===== config.mk =====
export PLATFORM = sky130hd
export DESIGN_NAME = id_ctrl_hazard_flat
export DESIGN_NICKNAME = d
export VERILOG_FILES = /design/src/rtl/id_ctrl_hazard_if.sv /design/src/rtl/id_ctrl_hazard.sv /design/src/flat_wrapper.sv
export SDC_FILE = /design/constraint.sdc
export NUM_CORES = 1
export LEC_CHECK = 0
export CORE_MARGIN = 3
export CORE_UTILIZATION = 40
export DETAILED_ROUTE_END_ITERATION = 7
export GPL_ROUTABILITY_DRIVEN = 0
export HOLD_SLACK_MARGIN = 0.12
export PLACE_DENSITY_LB_ADDON = 0.08
export SYNTH_ARGS = -nofsm -noshare
export SYNTH_HDL_FRONTEND = slang
export SYNTH_SLANG_ARGS = --single-unit

===== constraint.sdc =====
create_clock -name clk -period 3.4 [get_ports clk]
set_input_delay 0.85 -clock clk [delete_from_list [all_inputs] [get_ports clk]]
set_output_delay 0.85 -clock clk [all_outputs]
set_load 0.02 [all_outputs]

===== src/rtl/id_ctrl_hazard_if.sv =====
// -----------------------------------------------------------------------------
// id_ctrl_hazard_if
// Bundles every non-clock/reset signal of the decode control/hazard unit.
//   slave  : the unit itself (consumes ID/EX inputs, produces controls)
//   master : whoever drives IF/ID and EX status (pipeline or testbench)
// Inputs to the unit : inst_d, valid_d, rd_e, load_e, redirect_e
// Outputs of the unit: ALUSel, BSel, ASel, ILoad, WBSel, RegWEn, MemRW, PCSel,
//                      BrUn, rs1_d, rs2_d, rd_d, imm_d, stall_f, flush_ifid,
//                      illegal, stall_cnt, flush_cnt
// -----------------------------------------------------------------------------
interface id_ctrl_hazard_if #(
  parameter int CNT_W = 16
);
  logic [31:0]      inst_d;
  logic             valid_d;
  logic [4:0]       rd_e;
  logic             load_e;
  logic             redirect_e;

  logic [3:0]       ALUSel;
  logic [1:0]       BSel;
  logic [1:0]       ASel;
  logic [2:0]       ILoad;
  logic [1:0]       WBSel;
  logic             RegWEn;
  logic             MemRW;
  logic             PCSel;
  logic             BrUn;
  logic [4:0]       rs1_d;
  logic [4:0]       rs2_d;
  logic [4:0]       rd_d;
  logic [31:0]      imm_d;
  logic             stall_f;
  logic             flush_ifid;
  logic             illegal;
  logic [CNT_W-1:0] stall_cnt;
  logic [CNT_W-1:0] flush_cnt;

  modport master (
    output inst_d, valid_d, rd_e, load_e, redirect_e,
    input  ALUSel, BSel, ASel, ILoad, WBSel, RegWEn, MemRW, PCSel, BrUn,
           rs1_d, rs2_d, rd_d, imm_d, stall_f, flush_ifid, illegal,
           stall_cnt, flush_cnt
  );

  modport slave (
    input  inst_d, valid_d, rd_e, load_e, redirect_e,
    output ALUSel, BSel, ASel, ILoad, WBSel, RegWEn, MemRW, PCSel, BrUn,
           rs1_d, rs2_d, rd_d, imm_d, stall_f, flush_ifid, illegal,
           stall_cnt, flush_cnt
  );
endinterface


===== src/rtl/id_ctrl_hazard.sv =====
// -----------------------------------------------------------------------------
// id_ctrl_hazard
// Decode-stage control and hazard unit for an RV32I pipeline. Decodes the
// instruction in IF/ID into the ID/EX control bundle, detects load-use hazards
// (stall PC and IF/ID, inject a bubble) and sequences the post-redirect flush
// window. All control outputs are combinational; only the FSM, the sticky
// illegal flag and the saturating event counters are registered.
// Ports:
//   clk  - clock
//   rst  - asynchronous, active-high reset
//   bus  - id_ctrl_hazard_if.slave (decode inputs, EX status, controls, counters)
// Parameters:
//   FLUSH_CYC - IF/ID flush cycles after a redirect (>= 1)
//   CNT_W     - width of the performance counters
// -----------------------------------------------------------------------------
module id_ctrl_hazard #(
  parameter int FLUSH_CYC = 2,
  parameter int CNT_W     = 16
) (
  input  logic             clk,
  input  logic             rst,
  id_ctrl_hazard_if.slave  bus
);

  localparam int             FC_W      = (FLUSH_CYC > 1) ? $clog2(FLUSH_CYC) : 1;
  localparam logic [FC_W-1:0] FC_RELOAD = FC_W'(FLUSH_CYC - 1);

  typedef enum logic { RUN, FLUSH } state_e;

  typedef struct packed {
    logic [3:0] alu;
    logic [1:0] bsel;
    logic [1:0] asel;
    logic [2:0] iload;
    logic [1:0] wb;
    logic       regwen;
    logic       memrw;
    logic       pcsel;
    logic       brun;
  } ctrl_t;

  localparam logic [6:0] OP_R      = 7'b0110011;
  localparam logic [6:0] OP_IALU   = 7'b0010011;
  localparam logic [6:0] OP_LOAD   = 7'b0000011;
  localparam logic [6:0] OP_STORE  = 7'b0100011;
  localparam logic [6:0] OP_BRANCH = 7'b1100011;
  localparam logic [6:0] OP_JAL    = 7'b1101111;
  localparam logic [6:0] OP_JALR   = 7'b1100111;
  localparam logic [6:0] OP_LUI    = 7'b0110111;
  localparam logic [6:0] OP_AUIPC  = 7'b0010111;

  // ALU select from funct3; 'alt' picks SUB / SRA.
  function automatic logic [3:0] alu_of(input logic [2:0] f3, input logic alt);
    case (f3)
      3'b000:  alu_of = alt ? 4'd1 : 4'd0;
      3'b001:  alu_of = 4'd2;
      3'b010:  alu_of = 4'd3;
      3'b011:  alu_of = 4'd4;
      3'b100:  alu_of = 4'd5;
      3'b101:  alu_of = alt ? 4'd7 : 4'd6;
      3'b110:  alu_of = 4'd8;
      default: alu_of = 4'd9;
    endcase
  endfunction

  logic [31:0] inst;
  logic [6:0]  opcode;
  logic [2:0]  f3;
  logic [4:0]  rs1, rs2, rd;

  assign inst   = bus.inst_d;
  assign opcode = inst[6:0];
  assign f3     = inst[14:12];
  assign rd     = inst[11:7];
  assign rs1    = inst[19:15];
  assign rs2    = inst[24:20];

  ctrl_t       dec;
  logic        known, use_rs1, use_rs2;
  logic [31:0] imm;

  // NOTE: every signal written here gets a default first, so no path leaves
  // it unassigned and no latch is inferred.
  always_comb begin
    dec     = '0;
    known   = 1'b1;
    use_rs1 = 1'b0;
    use_rs2 = 1'b0;
    imm     = '0;
    case (opcode)
      OP_R: begin
        dec.alu = alu_of(f3, inst[30]);
        dec.wb = 2'd1; dec.regwen = 1'b1;
        use_rs1 = 1'b1; use_rs2 = 1'b1;
      end
      OP_IALU: begin
        // funct7[5] is immediate data except for the shift-right pair.
        dec.alu = alu_of(f3, inst[30] && (f3 == 3'b101));
        dec.bsel = 2'd1; dec.wb = 2'd1; dec.regwen = 1'b1;
        use_rs1 = 1'b1;
        imm = {{20{inst[31]}}, inst[31:20]};
      end
      OP_LOAD: begin
        dec.bsel = 2'd1; dec.wb = 2'd0; dec.regwen = 1'b1; dec.iload = f3;
        use_rs1 = 1'b1;
        imm = {{20{inst[31]}}, inst[31:20]};
      end
      OP_STORE: begin
        dec.bsel = 2'd1; dec.memrw = 1'b1;
        use_rs1 = 1'b1; use_rs2 = 1'b1;
        imm = {{20{inst[31]}}, inst[31:25], inst[11:7]};
      end
      OP_BRANCH: begin
        dec.asel = 2'd1; dec.bsel = 2'd1; dec.brun = f3[1];
        use_rs1 = 1'b1; use_rs2 = 1'b1;
        imm = {{19{inst[31]}}, inst[31], inst[7], inst[30:25], inst[11:8], 1'b0};
      end
      OP_JAL: begin
        dec.asel = 2'd1; dec.bsel = 2'd1; dec.wb = 2'd2;
        dec.regwen = 1'b1; dec.pcsel = 1'b1;
        imm = {{11{inst[31]}}, inst[31], inst[19:12], inst[20], inst[30:21], 1'b0};
      end
      OP_JALR: begin
        dec.bsel = 2'd1; dec.wb = 2'd2; dec.regwen = 1'b1; dec.pcsel = 1'b1;
        use_rs1 = 1'b1;
        imm = {{20{inst[31]}}, inst[31:20]};
      end
      OP_LUI: begin
        dec.asel = 2'd2; dec.bsel = 2'd1; dec.wb = 2'd1; dec.regwen = 1'b1;
        imm = {inst[31:12], 12'b0};
      end
      OP_AUIPC: begin
        dec.asel = 2'd1; dec.bsel = 2'd1; dec.wb = 2'd1; dec.regwen = 1'b1;
        imm = {inst[31:12], 12'b0};
      end
      default: known = 1'b0;
    endcase
    if (rd == 5'd0) dec.regwen = 1'b0;
  end

  state_e           state_q;
  logic [FC_W-1:0]  fcnt_q;
  logic             illegal_q;
  logic [CNT_W-1:0] stall_cnt_q, flush_cnt_q;

  logic  flushing, hazard, stall, issue;
  ctrl_t ctrl;

  // Priority: redirect/FLUSH > load-use > invalid/illegal > decode.
  // An invalid slot uses no registers, so it can never raise a stall.
  assign flushing = !rst && ((state_q == FLUSH) || bus.redirect_e);
  assign hazard   = bus.valid_d && bus.load_e && (bus.rd_e != 5'd0) &&
                    ((use_rs1 && (bus.rd_e == rs1)) || (use_rs2 && (bus.rd_e == rs2)));
  assign stall    = !rst && !flushing && hazard;
  assign issue    = !rst && !flushing && !hazard && bus.valid_d;
  assign ctrl     = issue ? dec : '0;

  // NOTE: sequential state uses non-blocking assignments so every register
  // samples pre-edge values regardless of statement order.
  always_ff @(posedge clk or posedge rst) begin
    if (rst) begin
      state_q     <= RUN;
      fcnt_q      <= '0;
      illegal_q   <= 1'b0;
      stall_cnt_q <= '0;
      flush_cnt_q <= '0;
    end else begin
      if (bus.redirect_e) begin
        // A redirect restarts the window, from RUN or mid-FLUSH.
        fcnt_q  <= FC_RELOAD;
        state_q <= (FLUSH_CYC > 1) ? FLUSH : RUN;
      end else if (state_q == FLUSH) begin
        fcnt_q <= fcnt_q - FC_W'(1);
        if (fcnt_q <= FC_W'(1)) state_q <= RUN;
      end
      if (issue && !known) illegal_q <= 1'b1;
      if (stall && (stall_cnt_q != '1))    stall_cnt_q <= stall_cnt_q + CNT_W'(1);
      if (flushing && (flush_cnt_q != '1)) flush_cnt_q <= flush_cnt_q + CNT_W'(1);
    end
  end

  assign bus.ALUSel     = ctrl.alu;
  assign bus.BSel       = ctrl.bsel;
  assign bus.ASel       = ctrl.asel;
  assign bus.ILoad      = ctrl.iload;
  assign bus.WBSel      = ctrl.wb;
  assign bus.RegWEn     = ctrl.regwen;
  assign bus.MemRW      = ctrl.memrw;
  assign bus.PCSel      = ctrl.pcsel;
  assign bus.BrUn       = ctrl.brun;
  assign bus.rs1_d      = rs1;
  assign bus.rs2_d      = rs2;
  assign bus.rd_d       = rd;
  assign bus.imm_d      = imm;
  assign bus.stall_f    = stall;
  assign bus.flush_ifid = flushing;
  assign bus.illegal    = illegal_q;
  assign bus.stall_cnt  = stall_cnt_q;
  assign bus.flush_cnt  = flush_cnt_q;

endmodule


===== src/flat_wrapper.sv =====
// flat-port wrapper written by rule: the top's interface ports become plain ports
module id_ctrl_hazard_flat 
#(
  parameter int FLUSH_CYC = 2,
  parameter int CNT_W     = 16
)
  (clk, rst, bus_inst_d, bus_valid_d, bus_rd_e, bus_load_e, bus_redirect_e, bus_ALUSel, bus_BSel, bus_ASel, bus_ILoad, bus_WBSel, bus_RegWEn, bus_MemRW, bus_PCSel, bus_BrUn, bus_rs1_d, bus_rs2_d, bus_rd_d, bus_imm_d, bus_stall_f, bus_flush_ifid, bus_illegal, bus_stall_cnt, bus_flush_cnt);
  id_ctrl_hazard_if #(.CNT_W(CNT_W)) bus_i ();
  input  logic clk;
  input  logic rst;
  input wire logic [$bits(bus_i.inst_d)-1:0] bus_inst_d;
  input wire logic [$bits(bus_i.valid_d)-1:0] bus_valid_d;
  input wire logic [$bits(bus_i.rd_e)-1:0] bus_rd_e;
  input wire logic [$bits(bus_i.load_e)-1:0] bus_load_e;
  input wire logic [$bits(bus_i.redirect_e)-1:0] bus_redirect_e;
  output wire logic [$bits(bus_i.ALUSel)-1:0] bus_ALUSel;
  output wire logic [$bits(bus_i.BSel)-1:0] bus_BSel;
  output wire logic [$bits(bus_i.ASel)-1:0] bus_ASel;
  output wire logic [$bits(bus_i.ILoad)-1:0] bus_ILoad;
  output wire logic [$bits(bus_i.WBSel)-1:0] bus_WBSel;
  output wire logic [$bits(bus_i.RegWEn)-1:0] bus_RegWEn;
  output wire logic [$bits(bus_i.MemRW)-1:0] bus_MemRW;
  output wire logic [$bits(bus_i.PCSel)-1:0] bus_PCSel;
  output wire logic [$bits(bus_i.BrUn)-1:0] bus_BrUn;
  output wire logic [$bits(bus_i.rs1_d)-1:0] bus_rs1_d;
  output wire logic [$bits(bus_i.rs2_d)-1:0] bus_rs2_d;
  output wire logic [$bits(bus_i.rd_d)-1:0] bus_rd_d;
  output wire logic [$bits(bus_i.imm_d)-1:0] bus_imm_d;
  output wire logic [$bits(bus_i.stall_f)-1:0] bus_stall_f;
  output wire logic [$bits(bus_i.flush_ifid)-1:0] bus_flush_ifid;
  output wire logic [$bits(bus_i.illegal)-1:0] bus_illegal;
  output wire logic [$bits(bus_i.stall_cnt)-1:0] bus_stall_cnt;
  output wire logic [$bits(bus_i.flush_cnt)-1:0] bus_flush_cnt;
  assign bus_i.inst_d = bus_inst_d;
  assign bus_i.valid_d = bus_valid_d;
  assign bus_i.rd_e = bus_rd_e;
  assign bus_i.load_e = bus_load_e;
  assign bus_i.redirect_e = bus_redirect_e;
  assign bus_ALUSel = bus_i.ALUSel;
  assign bus_BSel = bus_i.BSel;
  assign bus_ASel = bus_i.ASel;
  assign bus_ILoad = bus_i.ILoad;
  assign bus_WBSel = bus_i.WBSel;
  assign bus_RegWEn = bus_i.RegWEn;
  assign bus_MemRW = bus_i.MemRW;
  assign bus_PCSel = bus_i.PCSel;
  assign bus_BrUn = bus_i.BrUn;
  assign bus_rs1_d = bus_i.rs1_d;
  assign bus_rs2_d = bus_i.rs2_d;
  assign bus_rd_d = bus_i.rd_d;
  assign bus_imm_d = bus_i.imm_d;
  assign bus_stall_f = bus_i.stall_f;
  assign bus_flush_ifid = bus_i.flush_ifid;
  assign bus_illegal = bus_i.illegal;
  assign bus_stall_cnt = bus_i.stall_cnt;
  assign bus_flush_cnt = bus_i.flush_cnt;
  id_ctrl_hazard #(.FLUSH_CYC(FLUSH_CYC), .CNT_W(CNT_W)) u_core (.clk(clk), .rst(rst), .bus(bus_i));
endmodule

* Word level (Yosys, flattened, before mapping) *
Index checks and enable logic that the tools add are counted.

storage, ports and cells
  word-level logic and storage cells = 86
  output and inout bits = 99
  bits in registers = 35

operators by class
  add/subtract/negate cells = 3
  equal/unequal tests = 19
  magnitude comparators = 1
  reduce and logical (&&, ||, !) cells = 33
  multiplexer cells = 25

operators by type and width
  operator               count
  $pmux 32 s5            1
  $pmux 4 s7             2
  $add 16x1->16 const B  2
  $ne 16x16->1 const B   2
  $eq 7x6->1 const B     3
  $eq 7x7->1 const B     3
  $mux 1                 17
  $mux 17                1
  $eq 7x5->1 const B     2
  $logic_and 1x1->1      14
  $eq 5x5->1             2
  $eq 3x3->1 const B     3
  $pmux 3 s3             1
  $reduce_or 3->1        3
  $reduce_or 9->1        1
  $pmux 4 s2             1
  $reduce_or 8->1        1
  $eq 7x2->1 const B     1
  $eq 3x2->1 const B     2
  $reduce_or 6->1        1
  $logic_not 5->1        1
  $reduce_bool 5->1      1
  $logic_not 1->1        4
  $pmux 2 s2             1
  9 further kinds        11

* Logic depth before layout (Yosys ltp) *
  depth after elaboration = 10
  depth in mapped cells = 8
  depth with buffers taken out = 6

* Worst setup path before layout *
No wires, ideal clock.

  path kind = input to output
  from = in bus_rd_e[0]
  to = out bus_MemRW
  path buffers = 1
  stages on the path = 7
  arrival = 2.535 ns
  slack = 0.015 ns
  path through = or4_1 o22ai_2 nor3_1 o21ai_2 nand3_2 buf_2 nor3_1

between the ends
  word-level cells in the longest chain between the ends = 8
  elaborated cells between the ends (all ways) = 12
  classes of those cells = 2 x eq/ne; 1 x mux; 9 x reduce/logical

RTL lines
  what                               line                   source
  from (decl)                        flat_wrapper.sv:13     input wire logic [$bits(bus_i.rd_e)-1:0] bus_rd_e;
  $eq 5x5->1                         id_ctrl_hazard.sv:153  ((use_rs1 && (bus.rd_e == rs1)) || (use_rs2 && (bus.rd_e == rs2)));
  $logic_and 1x1->1                  id_ctrl_hazard.sv:153
  $logic_or 1x1->1                   id_ctrl_hazard.sv:153
  $logic_and 1x1->1 *                id_ctrl_hazard.sv:152  assign hazard = bus.valid_d && bus.load_e && (bus.rd_e != 5'd0) &&
  $logic_not 1->1 *                  id_ctrl_hazard.sv:155  assign issue = !rst && !flushing && !hazard && bus.valid_d;
  $logic_and 1x1->1 * (2 in series)  id_ctrl_hazard.sv:155
  $mux 17 *                          id_ctrl_hazard.sv:156  assign ctrl = issue ? dec : '0;
  to (decl)                          flat_wrapper.sv:22     output wire logic [$bits(bus_i.MemRW)-1:0] bus_MemRW;

Mark *: on every way between the ends. The rest lies on a longest branch, timed or not.

* Worst setup path after layout *
  from = in bus_inst_d[21]
  to = out bus_BrUn

between the ends
  word-level cells in the longest chain between the ends = 8

RTL lines
  what                             line                   source
  from (decl)                      flat_wrapper.sv:11     input wire logic [$bits(bus_i.inst_d)-1:0] bus_inst_d;
  $eq 5x5->1                       id_ctrl_hazard.sv:153
  $logic_and 1x1->1                id_ctrl_hazard.sv:153
  $logic_or 1x1->1                 id_ctrl_hazard.sv:153
  $logic_and 1x1->1                id_ctrl_hazard.sv:152
  $logic_not 1->1                  id_ctrl_hazard.sv:155
  $logic_and 1x1->1 (2 in series)  id_ctrl_hazard.sv:155
  $mux 17                          id_ctrl_hazard.sv:156
  to (decl)                        flat_wrapper.sv:24     output wire logic [$bits(bus_i.BrUn)-1:0] bus_BrUn;

Every way passes these cells.

==> summary.txt <==
Worst setup path
  • CP max stage delay: 0.50 ns
  • CP delay by family, top: buffers and inverters
  • Cells along the critical path: clkdlybuf4s50_1 -> xnor2_1 -> nand4_2 -> nor4b_4 -> o21ai_2 -> nand3_2 -> buf_6 -> nor2_1 -> buf_2
  • Slowest stage cell, crit path: clkdlybuf4s50_1
  • WS Path Type: input pin to primary output
  • Flop2flop setup slack: 1.01 ns
  • CP bufs+invs: 3
  • Crit start category: input pin
  • Critical Path AT: 2.58 ns
  • Worst setup EP type: primary output
  • CP Max Fanout: 6
  • Critical Path RT: 2.55 ns

Pwr
  • Clk pwr share: 24.6%
  • Net Sw Power: 0.400 mW
  • Tot Pwr: 1.24 mW
  • Worst IR drop on VDD: 0.481 mV
  • Power Density: 270 mW/mm2
  • Internal power: 0.836 mW
  • Sequential fraction of design power: 39.8%
  • Sw Share: 32.4%
  • Combinational group share of total power: 35.6%
  • Lkg Pwr: 2.27 nW

Layout
  • Antenna fix cells: 0
  • Fillers: 481
  • Layout cells sized above 1: 34.5%
  • Synth-to-Final Area Change: 73.8%
  • Most common cell after layout, fill and taps aside: buf_4
  • Leading cell types in the layout, fill and taps excluded: 81 x buf_4, 74 x clkdlybuf4s50_1, 41 x buf_2, 34 x dfrtp_1, 30 x nor2_1
  • Nets: 544

STA
  • Crit path time final: 3.43 ns
  • Slack of the critical path: -0.0341 ns
  • TNS Setup: -0.200 ns
  • Unrepaired setup endpoints after global routing: yes
  • Final hold viol count: 0
  • Clock skew: 0.00638 ns
  • Worst Tran Pin Value: 0.705 ns
  • Final Max Slew Viols: 0
  • Max Fclk: 0.291 GHz
  • Tcrit/Tclk final: 101%
  • Relative slew margins: 53.0%
  • Final setup viols: 12

Hold path
  • Hold Crit Class: register to register

Placed design
  • Hpwl dp: 7270 um
  • Port Buffers: 139

Clock tree
  • CTS sink cnt: 34
  • CTS Buf Count: 5
  • Clock latency on the worst-skew pair: 0.28 ns
  • Clock transition at the registers of the reported paths: 0.07 ns
  • Hold_buf cts: 0
  • TritonCTS clock tree: done
  • Max H-tree Level: 2
  • Root buffer cell: clkbuf_8
  • CTS Buffer Depth: 2

Global route
  • Initial antenna violation count: 0
  • Largest net degree at the start of global routing: 19
  • Number of global-route vias before repair: 2964
  • Total track usage: 24.1%
  • Congestion Overflow GR: 0
  • Global-route wire length before repair: 14700 um

Yosys
  • Syn_area_per_cell: 8.77 um2
  • Adder-cell share of the synthesized area: 0.951%
  • Simple-Gate Fraction of Synth Area: 29.3%
  • Post-synth EDFFs: 0
  • XOR/XNOR Fraction of Synth Area: 13.0%
  • Syn Inst Count: 300
  • Main synth FF type: dfrtp_1
  • Yosys warns: 0
  • Mapped Area: 0.00263 mm2
  • Synthesized flop and latch total: 34
  • Compound-cell area share of the yosys netlist: 15.0%
  • Syn Nets: 344
  • Mux share of post-synthesis cell area: 1.28%
  • Main combinational cell family by area after synthesis: simple AND/OR/NAND/NOR gates
  • Synth unique cells: 54
  • FFs w/ async S/R, synth: 100%
  • Sequential-to-total area share from yosys stat: 32.4%

Drt
  • DR WL/cell: 15.9 um
  • DR pass1 iterations: 4
  • Antenna viol nets, final: 0
  • DRT iter0 DRCs: 83
  • Vias per cell: 5.18
  • Routed via count: 2983
  • DRT Wirelength: 9150 um
  • Drc violations: 0

Floorplanning
  • IO Count: 141
  • Die area: 0.00758 mm2
  • Row cnt: 28
  • Initial core utilization: 42.9%
  • Die Y: 87.1 um
  • Core area: 0.00613 mm2
  • Die Wd: 87.1 um

Outcome
  • Failing checks: negative setup slack
  • Status: finished with violations

Run
  • Max-cap violations: 0
## cell type report
type / instances / area (um2) / area share (%)
tap: 75 / 93.8 / 2.05
inverter: 8 / 30.0 / 0.657
multi-input combinational: 230 / 1690 / 37.0
sequential: 34 / 851 / 18.6
timing repair buffer: 221 / 1810 / 39.6
clock buffer: 7 / 86.3 / 1.89
clock inverter: 1 / 5.00 / 0.109
## layer usage
metal	vias up	global-route usage [%]	part of all wire [%]
met5	-	0	0
met4	0	6.94	1.8
met3	13	3.97	7.1
met2	114	44.1	51
met1	1406	28.8	40
li1	1450	-	-
## final timing paths
kind,to,start,cells after the start
hold reg to reg,u_core.bus.illegal$_DFFE_PP0P_,u_core.bus.illegal$_DFFE_PP0P_,1
setup reg to reg,u_core.bus.stall_cnt[1]$_DFFE_PP0P_,u_core.bus.stall_cnt[0]$_DFFE_PP0P_,5
setup / recovery,bus_BrUn,bus_inst_d[21],9
min in group asynchronous,u_core.bus.flush_cnt[14]$_DFFE_PP0P_,rst,4
hold / removal,u_core.bus.illegal$_DFFE_PP0P_,u_core.bus.illegal$_DFFE_PP0P_,1
max in group asynchronous,u_core.bus.flush_cnt[8]$_DFFE_PP0P_,rst,4
## flip-flops by register name (all words and copies together), names as in the netlist
signal / flops
u_core.bus.illegal: 1
u_core.state_q: 1
u_core.bus.flush_cnt: 16
u_core.bus.stall_cnt: 16
## cell families (layout without fill, tap and decap cells)
| logic type | Yosys count | count (layout) |
|---|---|---|
| mux | 3 | 3 |
| compound gates | 50 | 50 |
| buf+inv | 36 | 237 |
| fa+ha+maj | 2 | 2 |
| other cells | 1 | 1 |
| simple gates | 135 | 135 |
| flops | 34 | 34 |
| xor+xnor | 39 | 39 |
## synthesized netlist by cell type, types with 3 or more instances
cell | number | area, um2
dfrtp_1 | 34 | 851
nor2_1 | 31 | 116
xnor2_1 | 21 | 184
a21o_1 | 20 | 150
nand2_1 | 19 | 71.3
xor2_1 | 18 | 158
nand3_1 | 17 | 85.1
buf_4 | 16 | 120
nor3_1 | 14 | 70.1
and2_1 | 9 | 56.3
inv_1 | 8 | 30.0
nand4_1 | 8 | 50.1
o21ai_0 | 7 | 35.0
a22o_1 | 5 | 43.8
buf_2 | 5 | 25.0
clkbuf_1 | 5 | 18.8
a21oi_1 | 4 | 20.0
nand2b_1 | 4 | 25.0
nor3_2 | 4 | 40.0
nor4_2 | 4 | 50.1
and3_1 | 3 | 18.8
nand4b_1 | 3 | 26.3
nor2b_1 | 3 | 18.8
or3_1 | 3 | 18.8
## metrics by stage
stage                     std cells  utilization [%]  hold WS, ns  setup slack [ns]  cell area [um2]
after global routing            576             74.6        0.511            -0.142             4570
after CTS                       575             73.5        0.477           -0.0176             4510
final                           576             74.6        0.471           -0.0341             4570
after global placement          563             73.7        0.451            -0.818             4520
after detailed placement        563             73.7        0.461            -0.903             4520
after floorplan                 300                -        0.578            0.0148             2630
## repair_timing
item	CTS	global route
resized for setup	236	12
setup endpoints to repair	49	32
pin swaps	12	3
buffers inserted	3	1
cloned	1	0
## power groups by stage
stage / registers, mW / clock network (mW) / logic, mW
floorplan: 0.536 / 0 / 0.155
global placement: 0.496 / 0 / 0.429
detailed placement: 0.498 / 0 / 0.435
CTS: 0.491 / 0.310 / 0.436
global route: 0.498 / 0.326 / 0.470
finish: 0.492 / 0.304 / 0.440
No activity file was read; power rests on OpenSTA's default activity.
